$ cat src/rtl/phy_tx_pkg.sv
// Shared PHY TX/RX symbol constants and state encoding (also used by the serial_to_par aligner).
// Pure declarations: no latency; no flow control.
package phy_tx_pkg;

  localparam int SYM_W = 8;
  localparam logic [SYM_W-1:0] COMMA_SYM = 8'hBC;

  localparam logic ST_INIT   = 1'b0;
  localparam logic ST_ACTIVE = 1'b1;

  typedef enum logic {
    S_INIT   = ST_INIT,
    S_ACTIVE = ST_ACTIVE
  } tx_state_e;

  // Real data only goes out once aligned; every other slot carries the comma.
  function automatic logic [SYM_W-1:0] pick_sym(
    input logic             is_active,
    input logic             vld,
    input logic [SYM_W-1:0] dat,
    input logic [SYM_W-1:0] comma
  );
    return (is_active && vld) ? dat : comma;
  endfunction

endpackage

$ cat src/rtl/pts_shifter.sv
// 8:1 MSB-first shifter: sym_in sampled at the load edge, bit 7 visible right after it.
// No backpressure: a new symbol is taken every 8th cycle unconditionally.
module pts_shifter
  import phy_tx_pkg::*;
(
  input  logic             clk_32f,
  input  logic             reset_L,
  input  logic [SYM_W-1:0] sym_in,
  output logic             load,
  output logic             data_out,
  output logic             sym_start
);

  logic [2:0]       bit_cnt_q, bit_cnt_d;
  logic [SYM_W-1:0] shreg_q, shreg_d;
  logic             data_out_q, data_out_d;
  logic             sym_start_q, sym_start_d;
  logic [2:0]       bit_idx;

  assign load    = (bit_cnt_q == 3'd0);
  assign bit_idx = 3'd7 - bit_cnt_q;

  always_comb begin
    bit_cnt_d   = bit_cnt_q + 3'd1;
    shreg_d     = shreg_q;
    data_out_d  = shreg_q[bit_idx];
    sym_start_d = 1'b0;
    if (load) begin
      // Bit 7 goes straight to the output; the register only feeds bits 6..0.
      shreg_d     = sym_in;
      data_out_d  = sym_in[SYM_W-1];
      sym_start_d = 1'b1;
    end
  end

  always_ff @(posedge clk_32f) begin
    if (!reset_L) begin
      bit_cnt_q   <= 3'd0;
      shreg_q     <= '0;
      data_out_q  <= 1'b0;
      sym_start_q <= 1'b0;
    end else begin
      bit_cnt_q   <= bit_cnt_d;
      shreg_q     <= shreg_d;
      data_out_q  <= data_out_d;
      sym_start_q <= sym_start_d;
    end
  end

  assign data_out  = data_out_q;
  assign sym_start = sym_start_q;

endmodule

$ cat src/rtl/par_to_serial.sv
// PHY TX serializer: comma preamble after reset, then muxed symbols MSB first; PTS_BYTE_COUNT_EN adds byte_count.
// Latency: data_in sampled at the load edge, bit 7 on data_out right after it; no backpressure, upstream gates on active.
module par_to_serial
  import phy_tx_pkg::*;
#(
  parameter logic [SYM_W-1:0] COMMA       = COMMA_SYM,
  parameter int               INIT_COMMAS = 4
) (
  input  logic             clk_32f,
  input  logic             reset_L,
  input  logic [SYM_W-1:0] data_in,
  input  logic             valid_in,
  output logic             data_out,
  output logic             sym_start,
  output logic             active
`ifdef PTS_BYTE_COUNT_EN
  ,
  output logic [15:0]      byte_count
`endif
);

  localparam logic [3:0] PRE_LAST = 4'(INIT_COMMAS - 1);

  tx_state_e        state_q, state_d;
  logic [3:0]       pre_cnt_q, pre_cnt_d;
  logic             active_q, active_d;
  logic             load;
  logic [SYM_W-1:0] sym;

  assign sym = pick_sym(state_q == S_ACTIVE, valid_in, data_in, COMMA);

  pts_shifter u_shifter (
    .clk_32f   (clk_32f),
    .reset_L   (reset_L),
    .sym_in    (sym),
    .load      (load),
    .data_out  (data_out),
    .sym_start (sym_start)
  );

  always_comb begin
    state_d   = state_q;
    pre_cnt_d = pre_cnt_q;
    active_d  = active_q;
    if (load && state_q == S_INIT) begin
      if (pre_cnt_q != 4'hF) pre_cnt_d = pre_cnt_q + 4'd1;
      // The edge loading the last preamble comma already flips to ACTIVE.
      if (pre_cnt_q == PRE_LAST) begin
        state_d  = S_ACTIVE;
        active_d = 1'b1;
      end
    end
  end

  always_ff @(posedge clk_32f) begin
    if (!reset_L) begin
      state_q   <= S_INIT;
      pre_cnt_q <= 4'd0;
      active_q  <= 1'b0;
    end else begin
      state_q   <= state_d;
      pre_cnt_q <= pre_cnt_d;
      active_q  <= active_d;
    end
  end

  assign active = active_q;

`ifdef PTS_BYTE_COUNT_EN
  logic [15:0] byte_cnt_q, byte_cnt_d;

  always_comb begin
    byte_cnt_d = byte_cnt_q;
    if (load && state_q == S_ACTIVE && valid_in) byte_cnt_d = byte_cnt_q + 16'd1;
  end

  always_ff @(posedge clk_32f) begin
    if (!reset_L) byte_cnt_q <= 16'd0;
    else          byte_cnt_q <= byte_cnt_d;
  end

  assign byte_count = byte_cnt_q;
`endif

endmodule

$ cat config.mk
export PLATFORM = sky130hd
export DESIGN_NAME = par_to_serial
export DESIGN_NICKNAME = d
export VERILOG_FILES = /design/src/rtl/phy_tx_pkg.sv /design/src/rtl/pts_shifter.sv /design/src/rtl/par_to_serial.sv
export SDC_FILE = /design/constraint.sdc
export NUM_CORES = 1
export LEC_CHECK = 0
export ABC_AREA = 1
export ABC_CLOCK_PERIOD_IN_PS = 2100
export CAP_MARGIN = 20
export CORE_MARGIN = 2
export CORE_UTILIZATION = 45
export CTS_CLUSTER_SIZE = 40
export DETAILED_ROUTE_END_ITERATION = 6
export DONT_BUFFER_PORTS = 1
export GPL_ROUTABILITY_DRIVEN = 0
export REMOVE_ABC_BUFFERS = 1
export SYNTH_ARGS = -nofsm -noshare
export SYNTH_HDL_FRONTEND = slang
export SYNTH_SLANG_ARGS = --single-unit
$ cat constraint.sdc
create_clock -name clk_32f -period 2.1 [get_ports clk_32f]
set_input_delay 0.42 -clock clk_32f [delete_from_list [all_inputs] [get_ports clk_32f]]
set_output_delay 0.42 -clock clk_32f [all_outputs]
set_load 0.01 [all_outputs]
== Yosys cells after proc, flatten, opt, wreduce, memory -nomap -nowiden ==
Cells that the tools add are included.
W data, S select, Z words.

* Register bits: 18
* Input bits: 11
* Output and inout port bits: 3

* Add/subtract/negate cells: 3
* $lt $le $gt $ge: 1
* Eq/ne operators: 2
* Mux-type cells: 5
* Bitwise logic cells: 1
* Reductions and logical operators: 5

{| class="wikitable"
|+ Operators with widths
! cell !! count
|-
| $mux W8 || 1
|-
| $add A4 B1 Y4 const B || 1
|-
| $eq A4 B2 Y1 const B || 1
|-
| $lt A3 B4 Y1 const B || 1
|-
| $ne A4 B4 Y1 const B || 1
|-
| $reduce_and A2 Y1 || 2
|-
| $add A3 B1 Y3 const B || 1
|-
| $bmux W1 S3 || 1
|-
| $logic_not A3 Y1 || 1
|-
| $mux W1 || 3
|-
| $sub A3 B3 Y3 const A || 1
|-
| $logic_and A1 B1 Y1 || 2
|-
| $not A1 Y1 || 1
|}

== Depth between registers and ports, before layout ==
* Depth in word-level cells: 4
* Depth in mapped cells: 9
* Depth with buffers taken out: 9

== Cells and area by module ==
Synthesis repeated with hierarchy kept, for this count alone.

* Cells, all modules: 118
* Area total of the unflattened synthesis: 852.1 um^2

{| class="wikitable"
|+ By module, submodules not included
! module !! times used !! cells each !! area an instance (um^2) !! seq. area each (um^2)
|-
| pts_shifter || 1 || 70 || 538.0 || 260.2
|-
| par_to_serial || 1 || 48 || 314.1 || 100.1
|}

== Worst setup path after synthesis ==
No wires, ideal clock.

* Kind: register to register
* Start point: register u_shifter.bit_cnt_q[0]
* End point: register u_shifter.shreg_q[0]
* Library setup time: 0.117 ns
* Arrival time: 1.228 ns
* Setup slack: 0.755 ns
* Stages on the path, launching flop included: 9
* Clock period less this slack: 1.345 ns
* Path through: dfxtp_1 -> inv_1 -> ha_1 -> inv_1 -> nor2_4 -> inv_2 -> nor2_4 -> a22oi_1 -> nor2_1

* Word-level cells in the longest chain between the ends: 1

{| class="wikitable"
|+ RTL lines
! item !! line !! RTL
|-
| from (decl) || pts_shifter.sv:14 || <nowiki>logic [2:0] bit_cnt_q, bit_cnt_d;</nowiki>
|-
| from (signal assigned) || pts_shifter.sv:43 || <nowiki>bit_cnt_q <= bit_cnt_d;</nowiki>
|-
| $logic_not A3 Y1 || pts_shifter.sv:20 || <nowiki>assign load = (bit_cnt_q == 3'd0);</nowiki>
|-
| to (signal assigned) || pts_shifter.sv:44 || <nowiki>shreg_q <= shreg_d;</nowiki>
|-
| to (decl) || pts_shifter.sv:15 || <nowiki>logic [SYM_W-1:0] shreg_q, shreg_d;</nowiki>
|}

Every way passes these cells.
A chain may end at the register's enable or synchronous reset.

== Worst setup path after layout ==
* Start point: register u_shifter.bit_cnt_q[0]
* End point: register u_shifter.shreg_q[1]

The elaborated chain is that of the path after synthesis.

==> reports/results.tsv <==
stage	metric	value	unit
routing	detail_route.vias_per_cell	5.10	
final_layout	fin_cells	120	
worst_setup_path	worst-setup-path-type	reg -> reg	
worst_setup_path	crit_path_cell_trace	inv_1, ha_1, inv_1, nor2_4, inv_2, nor2_4, a22oi_1, nor2_1	
sta	final.setup_skew	0.00685	ns
floorplan	fp.dieArea	0.00210	sq mm
floorplan	floorplan.initialDensity	0.466	
synth	synth_compound_area_frac	0.114	
worst_setup_path	worst-path-stages	8	
synth	synth.yosys.warnings	0	
synth	ys_ff_latch	18	
worst_setup_path	critical_path.slowest_cell	sky130_fd_sc_hd__dfxtp_1	
global_route	initial_antenna_violation_count	0	
power	powerDensity	815	mW/mm^2
worst_setup_path	path_delay_family	flip-flops	
global_route	overflow	0	
worst_setup_path	timing.reg2reg.setup_slack	0.53	ns
sta	tns	0	ns
power	vdd_drop_max	417	uV
worst_setup_path	data_required_time_at_the_worst_endpoint	2.27	ns
global_route	grt_max_degree	13	
final_layout	layout.nets	119	
floorplan	rows	15	
cts	post_cts_setup_buffers	0	
sta	maxSlewViolCount	0	
placed_design	post_detailed_placement_cell_area	803	sq um
placed_design	post-place-ws	0.589	ns
sta	max_slew.worst_pin.slew	0.430	ns
synth	synth_top_family_by_area	simple AND/OR/NAND/NOR gates	
sta	final_min_period_over_clock_period	0.746	
floorplan	die_ht	45.8	microns
placed_design	numPortBuffers	0	
sta	clock.fmax	0.639	GHz
cts	clock_tree.htree_level_count	1	
worst_setup_path	worst_r2r_endpoint	u_shifter.shreg_q[1]	
synth	synth_cell_type_count	18	
min_path	hold_path_class	in -> reg	
worst_setup_path	worst-endpoint-arrival	1.74	ns
worst_setup_path	slowest_delay	0.45	ns
power	static-leakage-power	0.000350	uW
outcome	outcome	completed	
cts	ctsLongestPathBuffers	2	
worst_setup_path	path_max_fanout	10	
job	max_cap_viol_count	0	
global_route	first_global_vias	566	
worst_setup_path	cp-startpoint	u_shifter.bit_cnt_q[0]	
sta	setup_viol	0	
routing	totalWireLength	1450	microns
global_route	gr-usage-all-layers	0.173	
cts	cts_hold_buffers	0	
worst_setup_path	worst-path-buf-inv	3	
routing	detail_route.first_pass.iterations	4	
routing	wire_per_inst	12.1	microns
sta	period_minus_slack	1.57	ns
synth	synth-simple-area-share	0.300	
worst_setup_path	rr_worst_depth	8	
cts	root_buffer	sky130_fd_sc_hd__clkbuf_4	
cts	clkTransAtPathRegs	0.10	ns
cts	clk_latency	0.29	ns
final_layout	synthToLayoutAreaGrowth	4.93	%
floorplan	floorplan.die.width	45.8	microns
synth	syn-cell-area	787	sq um
floorplan	i_o_pin_count	14	
sta	slew-limit-headroom	0.713	
sta	unrepaired_setup_endpoints_after_global_routing	no	
final_layout	insertedDiodeCount	0	
routing	drc_errors	0	
synth	seq_area_frac_synth	0.458	
cts	clock_sinks	18	
floorplan	coreArea	0.00169	sq mm
sta	final-hold-violation-count	0	
placed_design	dp_hpwl	1070	microns
final_layout	n_fill_cell	173	
sta	timing.final.ws_setup	0.534	ns
routing	final_antenna_net_count	0	
placed_design	place_inst	117	
routing	num_vias	612	
sta	fin_hold_ws	0.221	ns
worst_setup_path	cp-endpoint	u_shifter.shreg_q[1]	
synth	synth_mux_area_frac	0	
final_layout	postLayoutCellArea	826	sq um
worst_setup_path	setup.worst_path.end_class	flip-flop	
synth	synth_cells	101	
worst_setup_path	worst_setup_path_start_kind	flip-flop	
synth	parity_gate_share_of_the_synthesized_area_counting_xor_and_xnor_cells	0.0111	
cts	numCtsBuffers	3	
cts	tritoncts	done	
worst_setup_path	regToRegStartpoint	u_shifter.bit_cnt_q[0]	
cts	post_cts.resized_instances	0	
synth	synthesis.area_per_instance	7.79	sq um
global_route	first_pass_grt_wire_length	2530	microns
routing	drtIter0Drc	16	
synth	synthAdderAreaFrac	0.0477	
final_layout	fraction_of_final_layout_cells_sized_beyond_drive_strength_1	0.0777	
==> sequential cells by signal, summed over array words and instances (netlist names) <==
register / flops
u_shifter.bit_cnt_q: 3
u_shifter.sym_start: 1
u_shifter.shreg_q: 8
active: 1
pre_cnt_q: 4
u_shifter.data_out: 1
==> power by group <==
part	switching, uW	total, uW	internal, uW
logic	68.9	109	40.0
registers	26.5	398	372
clock network	99.1	166	66.6
==> cells in the final DEF, fill, tap and decap left out <==
cell                       count
sky130_fd_sc_hd__nand4_1       1
sky130_fd_sc_hd__nand3_4       1
sky130_fd_sc_hd__nand2_1      19
sky130_fd_sc_hd__nand3_1       9
sky130_fd_sc_hd__ha_1          3
sky130_fd_sc_hd__inv_1        12
sky130_fd_sc_hd__nor2_1       14
sky130_fd_sc_hd__nor2_4        3
sky130_fd_sc_hd__a22oi_1       3
sky130_fd_sc_hd__o31ai_1       1
sky130_fd_sc_hd__dfxtp_1      18
sky130_fd_sc_hd__inv_2         1
sky130_fd_sc_hd__o21ai_0       6
sky130_fd_sc_hd__xnor2_1       1
sky130_fd_sc_hd__a21oi_1       4
sky130_fd_sc_hd__o21ai_1       2
sky130_fd_sc_hd__clkbuf_4      3
sky130_fd_sc_hd__nor3_1        2
==> per-stage QoR <==
| step | power [uW] | utilization |
|---|---|---|
| after detailed placement | 515 | 0.476 |
| final | 673 | 0.489 |
| after global placement | 513 | 0.476 |
| after CTS | 684 | 0.489 |
| after global routing | 723 | 0.489 |
| after floorplan | 491 | - |
==> worst register-to-register path: stages (launching register included) <==
cell	delay, ns
sky130_fd_sc_hd__dfxtp_1	0.45
sky130_fd_sc_hd__inv_1	0.14
sky130_fd_sc_hd__ha_1	0.24
sky130_fd_sc_hd__inv_1	0.10
sky130_fd_sc_hd__nor2_4	0.07
sky130_fd_sc_hd__inv_2	0.20
sky130_fd_sc_hd__nor2_4	0.06
sky130_fd_sc_hd__a22oi_1	0.14
sky130_fd_sc_hd__nor2_1	0.06
==> synth_stat cells <==
master                    count  area share
sky130_fd_sc_hd__nor2_4       3       0.043
sky130_fd_sc_hd__nand4_1      1      0.0080
sky130_fd_sc_hd__nor2_1      14       0.067
sky130_fd_sc_hd__nand3_4      1       0.022
sky130_fd_sc_hd__ha_1         3       0.048
sky130_fd_sc_hd__xnor2_1      1       0.011
sky130_fd_sc_hd__a22oi_1      3       0.029
sky130_fd_sc_hd__o21ai_0      6       0.038
sky130_fd_sc_hd__o21ai_1      2       0.013
sky130_fd_sc_hd__nand3_1      9       0.057
sky130_fd_sc_hd__a21oi_1      4       0.025
sky130_fd_sc_hd__inv_2        1      0.0048
sky130_fd_sc_hd__inv_1       12       0.057
sky130_fd_sc_hd__dfxtp_1     18        0.46
sky130_fd_sc_hd__buf_2        1      0.0064
sky130_fd_sc_hd__nand2_1     19       0.091
sky130_fd_sc_hd__o31ai_1      1      0.0095
sky130_fd_sc_hd__nor3_1       2       0.013
==> cells by family (layout without fill, tap and decap cells) <==
logic type                 after synthesis  after routing
DFF                                     18             18
adders and majority gates                3              3
buffers and inverters                   14             16
and+or+nand+nor                         49             49
xor gates and xnor gates                 1              1
AOI/OAI and AO/OA                       16             16
==> per-layer routing <==
metal	routed length, microns	vias up	track usage
met2	593	10	0.256
met5	0	-	0
met4	12	0	0.0343
met3	71	2	0.0873
met1	776	268	0.226
li1	-	332	-
==> area by class of cell <==
| class | instances | area [sq um] | area share |
|---|---|---|---|
| multi-input combinational | 69 | 373 | 0.452 |
| tap | 17 | 21.3 | 0.0258 |
| inverter | 13 | 48.8 | 0.0591 |
| sequential | 18 | 360 | 0.436 |
| clock buffer | 3 | 22.5 | 0.0273 |
==> worst min-delay path by stage <==
stage / cells past startpoint / end / startpoint
global placement: 2 / u_shifter.shreg_q[7] / u_shifter.shreg_q[7]
finish: 2 / u_shifter.bit_cnt_q[1] / reset_L
floorplan: 2 / u_shifter.shreg_q[7] / u_shifter.shreg_q[7]
global route: 2 / u_shifter.bit_cnt_q[1] / reset_L
CTS: 2 / u_shifter.bit_cnt_q[1] / reset_L
detailed placement: 2 / u_shifter.shreg_q[7] / u_shifter.shreg_q[7]
No activity file was read; power rests on OpenSTA's default activity.
==> RTL edit (same settings) <==
One comparison of `pre_cnt_q` changes from == to >=.
--- a/src/rtl/par_to_serial.sv
+++ b/src/rtl/par_to_serial.sv
@@ -45,7 +45,7 @@
     if (load && state_q == S_INIT) begin
       if (pre_cnt_q != 4'hF) pre_cnt_d = pre_cnt_q + 4'd1;
       // The edge loading the last preamble comma already flips to ACTIVE.
-      if (pre_cnt_q == PRE_LAST) begin
+      if (pre_cnt_q >= PRE_LAST) begin
         state_d  = S_ACTIVE;
         active_d = 1'b1;
       end
Check against the original RTL: no difference found for any inputs over 10 cycles, from zero or initial values and one cycle with reset_L low; that may be too few to reach the edited logic, so the function may still have changed.
==> RTL edit against the unedited design <==
Setup slack improved by 0.15 ns; final cell count did not move; utilization fell by 0.074 points; cell area fell by 0.15%; hold slack barely moved; routed wire length fell by 6.4%; critical endpoint is now pre_cnt_q[0]; critical path type unchanged; total power barely moved; sequential cell count did not move; synthesized cell count rose by 0.99%; maximum frequency rose by 10%; synthesized area rose by 0.79%; highest routed layer unchanged; clock power barely moved.
==> RTL edit: results (changes against the unedited design) <==
[cells_and_area]
nMultiInputCombCells=67  ; was 69
register_area_um2=360  ; unchanged
flops_and_latches=18  ; unchanged
buf_share_pct=0  ; unchanged
n_all_inverters=15  ; was 13
num-fill-cells=175  ; was 173
multi_input_area_share_pct=44.2  ; was 45.2%
diodes=0  ; unchanged
drive_gt1_share_pct=9.71  ; was 7.77%
buffers=0  ; unchanged
clkCellAreaFrac_pct=2.73  ; about the same
reg.largest.list=u_shifter.shreg_q (8), pre_cnt_q (4), u_shifter.bit_cnt_q (3)  ; unchanged
stdcell_area_um2=825  ; was 826 µm²

[yosys]
synth_area_um2=793  ; was 787 µm²
ys_warn_count=0  ; unchanged
yosys-top-cells-count=nand2_1, dfxtp_1, nor2_1  ; unchanged
dominantRegCellSynth=dfxtp_1  ; unchanged
synth_cell_types=21  ; was 18
syn_inst=102  ; was 101
synthArstFlopShare_pct=0  ; unchanged
ys_seq_area_share_pct=45.4  ; was 45.8%
synthTopCellsByArea=dfxtp_1, nand2_1, nor2_1, inv_1, ha_1  ; was dfxtp_1, nand2_1, nor2_1, nand3_1, inv_1

[pwr]
p_switching_w=0.000193  ; was 0.000194 W
p_leak_nw=0.363  ; was 0.350 nW
ir_drop_mv=0.368  ; was 0.417 mV

[clock_tree]
cts-root-buf=clkbuf_4  ; unchanged
htree_levels=1  ; unchanged
cts_setup_buffers=0  ; unchanged
clock_latency_ns=0.29  ; about the same
cts_made_buffers=3  ; unchanged
path_clk_slew_ns=0.09

[sta]
tightest_slew_ns=0.435  ; was 0.430 ns
setup_viol=0  ; unchanged
fin_skew_ns=0.00135  ; was 0.00685 ns

[global_routing]
met1_usage_pct=16.9  ; was 22.6%
met3_usage_pct=3.57  ; was 8.73%
grt_pass1_vias=601  ; was 566
grt_pass1_wl_um=2350  ; was 2530 µm
track_usage_pct=15.9  ; was 17.3%
antenna_found_initial=0  ; unchanged
use_met2_pct=27.5  ; was 25.6%
grt_max_degree=18  ; was 13

[placed_design]
dpl_cell_area_um2=802  ; was 803 µm²
place_hpwl_um=1020  ; was 1070 µm
place_inst=117  ; unchanged
port_buffers=0  ; unchanged

[critical_path]
crit_fanout=17  ; was 10
arrival_ns=1.61  ; was 1.74 ns

[detailed_routing]
drt_first_pass_iters=4  ; unchanged
wl_per_cell_um=11.3  ; was 12.1 µm
wl_met1_um=601  ; was 776 µm
drt_iter0_drc=6  ; was 16
routed.top_layer=met4  ; unchanged
wl_um=1360  ; was 1450 µm
met3_length_um=57  ; was 71 µm
vias=633  ; was 612
wl_met2_um=667  ; was 593 µm

[outcome]
status=completed  ; unchanged

[worst_hold_path]
hp-class=in -> reg  ; unchanged

## RTL edit: logic make-up (layout without fill, tap and decap cells)
kind of cell / count (synthesis) / after routing / synth area share (%)
AND/OR/NAND/NOR: 46 / 46 / 26.3
flip-flops: 18 / 18 / 45.4
AO/OA/AOI/OAI: 17 / 17 / 13.7
buffers and inverters: 17 / 18 / 8.67
adder cells (fa/ha/maj): 3 / 3 / 4.73
XOR/XNOR: 1 / 1 / 1.10
## RTL edit: path summary, 6_finish.rpt
kind	start	to	slack, ns	depth (start not counted)
worst min-delay path	reset_L	u_shifter.bit_cnt_q[1]	0.22	2
worst min register to register	u_shifter.shreg_q[5]	u_shifter.shreg_q[5]	0.47	2
worst max register to register	u_shifter.bit_cnt_q[0]	pre_cnt_q[0]	0.68	8
worst max-delay path	u_shifter.bit_cnt_q[0]	pre_cnt_q[0]	0.68	8
## RTL edit: critical path: stages, from the launching register on
cell and delay, ns:
dfxtp_1 0.45, inv_2 0.10, ha_1 0.23, nand2_4 0.18, nor2_4 0.06, nand2_4 0.09, inv_2 0.04, o21ai_1 0.11
a21oi_1 0.05
## RTL edit: power groups by stage
stage / Clock (W) / Combinational, W / Sequential [W]
2_1_floorplan: 0 / 0.0000950 / 0.000400
3_3_place_gp: 0 / 0.000110 / 0.000404
3_5_place_dp: 0 / 0.000112 / 0.000405
4_1_cts: 0.000174 / 0.000113 / 0.000397
5_1_grt: 0.000180 / 0.000133 / 0.000401
6_report: 0.000166 / 0.000111 / 0.000396
## RTL edit: through the flow
stage	worst slack (ns)	power, W
2_1_floorplan	0.807	0.000495
3_3_place_gp	0.738	0.000514
3_5_place_dp	0.697	0.000517
4_1_cts	0.684	0.000683
5_1_grt	0.565	0.000714
6_report	0.681	0.000673
